===== src/rtl/serial_frame_sequencer.sv =====
// Frame sequencer for the serial pattern transmitter: issues a run of frames, enforces idle gaps, flags timeouts.
// Optional SEQ_LFSR_EN: pattern selection from a 4-bit LFSR instead of the fixed 11,10,01,00 rotation.
module serial_frame_sequencer #(
  parameter int NUM_FRAMES     = 4,
  parameter int GAP_CYCLES     = 8,
  parameter int TIMEOUT_CYCLES = 120
) (
  input  logic        clk,
  input  logic        rst,
  input  logic        go,
  input  logic        stop,
  input  logic        fixed_en,
  input  logic [1:0]  fixed_sel,
  input  logic        eoc,
  output logic        Start,
  output logic        Polarity,
  output logic        State,
  output logic        busy,
  output logic        done,
  output logic        timeout_err,
  output logic [15:0] frame_cnt
);

  localparam int TMO_W = $clog2(TIMEOUT_CYCLES + 1);
  localparam int GAP_W = $clog2(GAP_CYCLES + 1);

`ifdef SEQ_LFSR_EN
  localparam int SEQ_W = 4;
  localparam logic [SEQ_W-1:0] SEQ_SEED = 4'b1001;
  function automatic logic [SEQ_W-1:0] seq_next(input logic [SEQ_W-1:0] v);
    return {v[2:0], v[3] ^ v[2]};
  endfunction
  function automatic logic [1:0] seq_sel(input logic [SEQ_W-1:0] v);
    return v[1:0];
  endfunction
`else
  localparam int SEQ_W = 2;
  localparam logic [SEQ_W-1:0] SEQ_SEED = 2'd0;
  function automatic logic [SEQ_W-1:0] seq_next(input logic [SEQ_W-1:0] v);
    return v + 2'd1;
  endfunction
  // Index 0..3 maps to 11,10,01,00.
  function automatic logic [1:0] seq_sel(input logic [SEQ_W-1:0] v);
    return ~v;
  endfunction
`endif

  typedef enum logic [2:0] {IDLE, SETUP, RUN, GAP, DONE, ERR} state_t;

  state_t            st, st_nx;
  logic [TMO_W-1:0]  tmo_cnt, tmo_nx;
  logic [GAP_W-1:0]  gap_cnt, gap_nx;
  logic [SEQ_W-1:0]  seq, seq_nx;
  logic              stop_lat, stop_nx;
  logic              err_nx;
  logic [15:0]       frame_nx;
  logic              last_frame;

  assign last_frame = (NUM_FRAMES != 0) && ((frame_cnt + 16'd1) == 16'(NUM_FRAMES));

  always_ff @(posedge clk or negedge rst) begin
    if (!rst) begin
      st          <= IDLE;
      tmo_cnt     <= '0;
      gap_cnt     <= '0;
      seq         <= SEQ_SEED;
      stop_lat    <= 1'b0;
      Start       <= 1'b0;
      Polarity    <= 1'b1;
      State       <= 1'b1;
      busy        <= 1'b0;
      done        <= 1'b0;
      timeout_err <= 1'b0;
      frame_cnt   <= '0;
    end else begin
      st          <= st_nx;
      tmo_cnt     <= tmo_nx;
      gap_cnt     <= gap_nx;
      seq         <= seq_nx;
      stop_lat    <= stop_nx;
      timeout_err <= err_nx;
      frame_cnt   <= frame_nx;
      // Outputs decoded from the next state so they line up with the state register.
      Start       <= (st_nx == RUN);
      busy        <= (st_nx == SETUP) || (st_nx == RUN) || (st_nx == GAP);
      done        <= (st_nx == DONE);
      if (st_nx == SETUP)
        {Polarity, State} <= fixed_en ? fixed_sel : seq_sel(seq_nx);
    end
  end

  always_comb begin
    st_nx    = st;
    tmo_nx   = tmo_cnt;
    gap_nx   = gap_cnt;
    seq_nx   = seq;
    stop_nx  = stop_lat;
    err_nx   = timeout_err;
    frame_nx = frame_cnt;
    case (st)
      IDLE, ERR: begin
        if (go) begin
          st_nx    = SETUP;
          frame_nx = '0;
          err_nx   = 1'b0;
          seq_nx   = SEQ_SEED;
          stop_nx  = stop;
        end
      end
      SETUP: begin
        tmo_nx  = '0;
        stop_nx = stop_lat | stop;
        // A stop latched together with go still lets the first frame run.
        st_nx   = stop ? DONE : RUN;
      end
      RUN: begin
        stop_nx = stop_lat | stop;
        if (eoc) begin
          frame_nx = frame_cnt + 16'd1;
          seq_nx   = seq_next(seq);
          gap_nx   = '0;
          st_nx    = (stop_lat || stop || last_frame) ? DONE : GAP;
        end else if (tmo_cnt == TMO_W'(TIMEOUT_CYCLES - 1)) begin
          err_nx = 1'b1;
          st_nx  = ERR;
        end else begin
          tmo_nx = tmo_cnt + TMO_W'(1);
        end
      end
      GAP: begin
        stop_nx = stop_lat | stop;
        if (gap_cnt != GAP_W'(GAP_CYCLES - 1))
          gap_nx = gap_cnt + GAP_W'(1);
        else if (!eoc)
          st_nx = (stop_lat || stop) ? DONE : SETUP;
      end
      DONE: begin
        st_nx   = IDLE;
        stop_nx = 1'b0;
      end
      default: st_nx = IDLE;
    endcase
  end

endmodule


===== config.mk =====
export PLATFORM = sky130hd
export DESIGN_NAME = serial_frame_sequencer
export DESIGN_NICKNAME = d
export VERILOG_FILES = /design/src/rtl/serial_frame_sequencer.sv
export SDC_FILE = /design/constraint.sdc
export NUM_CORES = 1
export LEC_CHECK = 0
export BUFFER_PORTS_ARGS = -buffer_cell sky130_fd_sc_hd__buf_2
export CAP_MARGIN = 10
export CORE_UTILIZATION = 46
export CTS_BUF_LIST = sky130_fd_sc_hd__clkbuf_8
export DETAILED_ROUTE_END_ITERATION = 6
export PLACE_DENSITY = 0.66
export SETUP_SLACK_MARGIN = 0.5
export SYNTH_ARGS = -nofsm -noshare
export SYNTH_HDL_FRONTEND = slang
export SYNTH_SLANG_ARGS = --single-unit

===== constraint.sdc =====
create_clock -name clk -period 3.2 [get_ports clk]
set_input_delay 0.16 -clock clk [delete_from_list [all_inputs] [get_ports clk]]
set_output_delay 0.16 -clock clk [all_outputs]
set_load 0.01 [all_outputs]

==> summary.txt <==
Crit-path max FO - 10
RSZ-0062 raised after global routing - false
Synthesized area per cell - 8.97 µm²
Crit path cell chain - ha_1 > and3_2 > nand3_1 > a2111o_1 > a21oi_2 > a41o_2 > nand3b_4 > mux2_4
Worst endpoint required time - 3.42 ns
I/O pin total - 30
Initial core utilization - 0.476
Post-route ant nets - 0
Global Route Usage Sum - 0.190
Post-Syn Instances - 271
Fmax - 404 MHz
Largest net degree at the start of global routing - 40
Number of hold buffers added after CTS - 0
Max rail drop VDD - 0.000427 V
Vias in the first global route - 1,707
Postcts setup bufs - 0
Clk pin slew, worst setup/hold paths - 0.08 ns
Post-route setup TNS - 0 ns
Status - finished, violations left
Ant. Diodes - 0
Area taken by multi-input logic gates - 1300 µm²
Die X - 74.7 µm
Final hold viol count - 37
Final Cycle Share - 0.773
# fillers - 493
Grt total ovfl - 0
Detailed Place HPWL - 3470 µm
Xor/xnor share of the synthesized area - 0.0216
CTS Sinks - 39
CP Launch Type - flop
Largest family of logic cells by synthesized area - simple AND/OR/NAND/NOR gates
Clock latency on the worst-skew pair - 0.29 ns
Synth Area in Compound Gates - 0.193
Maxcap violations - 0
Commonest non-fill, non-tap cell in the layout - dfrtp_1
Worst-Margin Slew - 0.849 ns
Die area - 5580 µm²
GP Congestion - 0.816
Worst slack, placed - 0.750 ns
Min-Delay Path Class - in2async
Leak pwr - 1.20 nW
Avg WL per Cell - 13.9 µm
Number of vias per cell - 5.69
Core area - 5110 µm²
Multiplexer share of the synthesized area - 0.0299
Synth warnings - 0
Worst setup margin - 0.727 ns
Data arrival, critical path - 2.69 ns
Synth unique cells - 55
Layout area overhead - 8.81%
Post-Syn Nets - 283
CTS tree - yes
CP max stage cell - dfrtp_1
Kind of critical path - reg2reg
Post-synthesis register bit count - 39
Post-synth ARST share - 1.00
Failing checks - hold timing
Adder and majority cell fraction of the synthesized area - 0.0206
Clock buffer depth - 2
Commonest non-fill, non-tap cells in the layout - 37 x dfrtp_1, 36 x o21ai_0, 31 x nor2_1
Final wirelength - 5090 µm
Final min period - 2.47 ns
Pwr dens - 639 nW/µm²
R2R cell count - 8
First-pass GRT wire length - 8150 µm
Post-synthesis sequential area ratio - 0.403
Vias - 2,077
Post-Syn Area - 2430 µm²
Post-synthesis simple-gate area fraction - 0.272
Slew HR - 0.434
Initial detailed-routing violation count - 104
CTS H-tree lvls - 2
Initial antenna violation count - 0
Core Rows - 26
Layout Utilization - 0.518
Endpoint type of the worst setup path - flop
Root Driver - clkbuf_8
WHS - -0.0313 ns
Final setup fails - 0
CTS buffer count - 5
Final nets - 306
Max Clock Skew - 0.0104 ns
Max incr delay on CP - 0.50 ns
Share of cells above drive strength 1 - 0.220
Post_cts resized - 0
Fin. max-slew vios - 0
Die Span Y - 74.7 µm
EDFF count, synth - 0
IO buf count - 29
1st-pass router iterations - 4
Most used DFF post-synth - dfrtp_1
Post-route DRC - 0
Reg area - 978 µm²
## sequential cells by signal, indices dropped and copies added (netlist names)
name / count
tmo_cnt: 7
seq: 2
State: 1
done: 1
busy: 1
frame_cnt: 16
st: 3
Start: 1
stop_lat: 1
timeout_err: 1
gap_cnt: 4
Polarity: 1
## per-layer routing
layer | vias up | track usage | wire (µm)
met2 | 41 | 0.277 | 2240
met4 | 0 | 0.0629 | 74
met3 | 8 | 0.0415 | 192
met5 | - | 0 | 0
met1 | 990 | 0.280 | 2580
li1 | 1038 | - | -
## layout make-up
cell class                      count  area share
Multi-Input combinational cell    211       0.493
Sequential cell                    39       0.370
Timing Repair Buffer               33      0.0663
Tap cell                           70      0.0331
Clock buffer                        5      0.0260
Clock inverter                      3     0.00568
Inverter                            4     0.00568
## worst max-delay path, delay by kind of cell, from the launching register on
kind | cells | cell delay, ns
muxes | 1 | 0.30
DFF | 1 | 0.50
adders and majority gates | 1 | 0.27
and+or+nand+nor | 3 | 0.56
AOI/OAI and AO/OA | 3 | 0.78
## cells in the mapped netlist, types with 2 or more instances
cell type / n / area share
a21oi_1: 12 / 0.025
a22o_1: 2 / 0.0072
a31oi_1: 6 / 0.015
a41o_2: 2 / 0.0093
and2_1: 4 / 0.010
and2_2: 2 / 0.0062
and3_1: 3 / 0.0077
and3_2: 4 / 0.012
and4_1: 2 / 0.0072
buf_4: 2 / 0.0062
buf_6: 4 / 0.019
clkbuf_1: 7 / 0.011
clkbuf_8: 3 / 0.017
dfrtp_1: 37 / 0.38
dfstp_2: 2 / 0.022
ha_1: 4 / 0.021
inv_1: 4 / 0.0062
mux2_2: 2 / 0.0093
mux2_4: 2 / 0.012
mux2i_1: 2 / 0.0082
nand2_1: 24 / 0.037
nand2b_1: 3 / 0.0077
nand3_1: 10 / 0.021
nand3b_1: 2 / 0.0062
nand4_1: 13 / 0.033
nor2_1: 31 / 0.048
nor3_1: 4 / 0.0082
nor3b_1: 3 / 0.0093
o21ai_0: 36 / 0.074
o31ai_1: 8 / 0.025
o41ai_1: 2 / 0.0072
or3_1: 2 / 0.0051
xnor2_1: 3 / 0.011
xor2_1: 3 / 0.011
## through the flow
stage / area (µm²) / hold WS [ns] / instances / power [mW]
CTS: 2640 / 0.0120 / 365 / 1.71
floorplan: 2430 / -0.136 / 271 / 1.20
detailed placement: 2560 / 0.340 / 357 / 1.37
global route: 2640 / 0.0488 / 365 / 1.81
global placement: 2560 / 0.328 / 357 / 1.36
finish: 2640 / -0.0313 / 365 / 1.69
## logic make-up after synthesis
logic type	count (synthesis)
flops	39
simple gates	119
fa+ha+maj	4
mux	6
buf+inv	21
compound gates	76
xor+xnor	6
## where the power goes
| part | leakage [nW] | internal (mW) | total [mW] | switching, mW |
|---|---|---|---|---|
| combinational | 0.625 | 0.272 | 0.612 | 0.340 |
| clock | 0.0477 | 0.149 | 0.326 | 0.177 |
| sequential | 0.523 | 0.605 | 0.751 | 0.146 |
## path summary, 6_finish.rpt
check / from / to / slack (ns)
max: frame_cnt[0]$_DFFE_PN0P_ / Polarity$_DFFE_PN1N_ / 0.73
min: rst / timeout_err$_DFFE_PN0P_ / -0.03
max reg2reg: frame_cnt[0]$_DFFE_PN0P_ / Polarity$_DFFE_PN1N_ / 0.73
min reg2reg: seq[1]$_DFF_PN0_ / seq[1]$_DFF_PN0_ / 0.51
max in group asynchronous: rst / frame_cnt[2]$_DFFE_PN0P_ / 2.69
min in group clk: stop / stop_lat$_DFFE_PN0P_ / 0.19
Power figures use the tool's default switching activity.
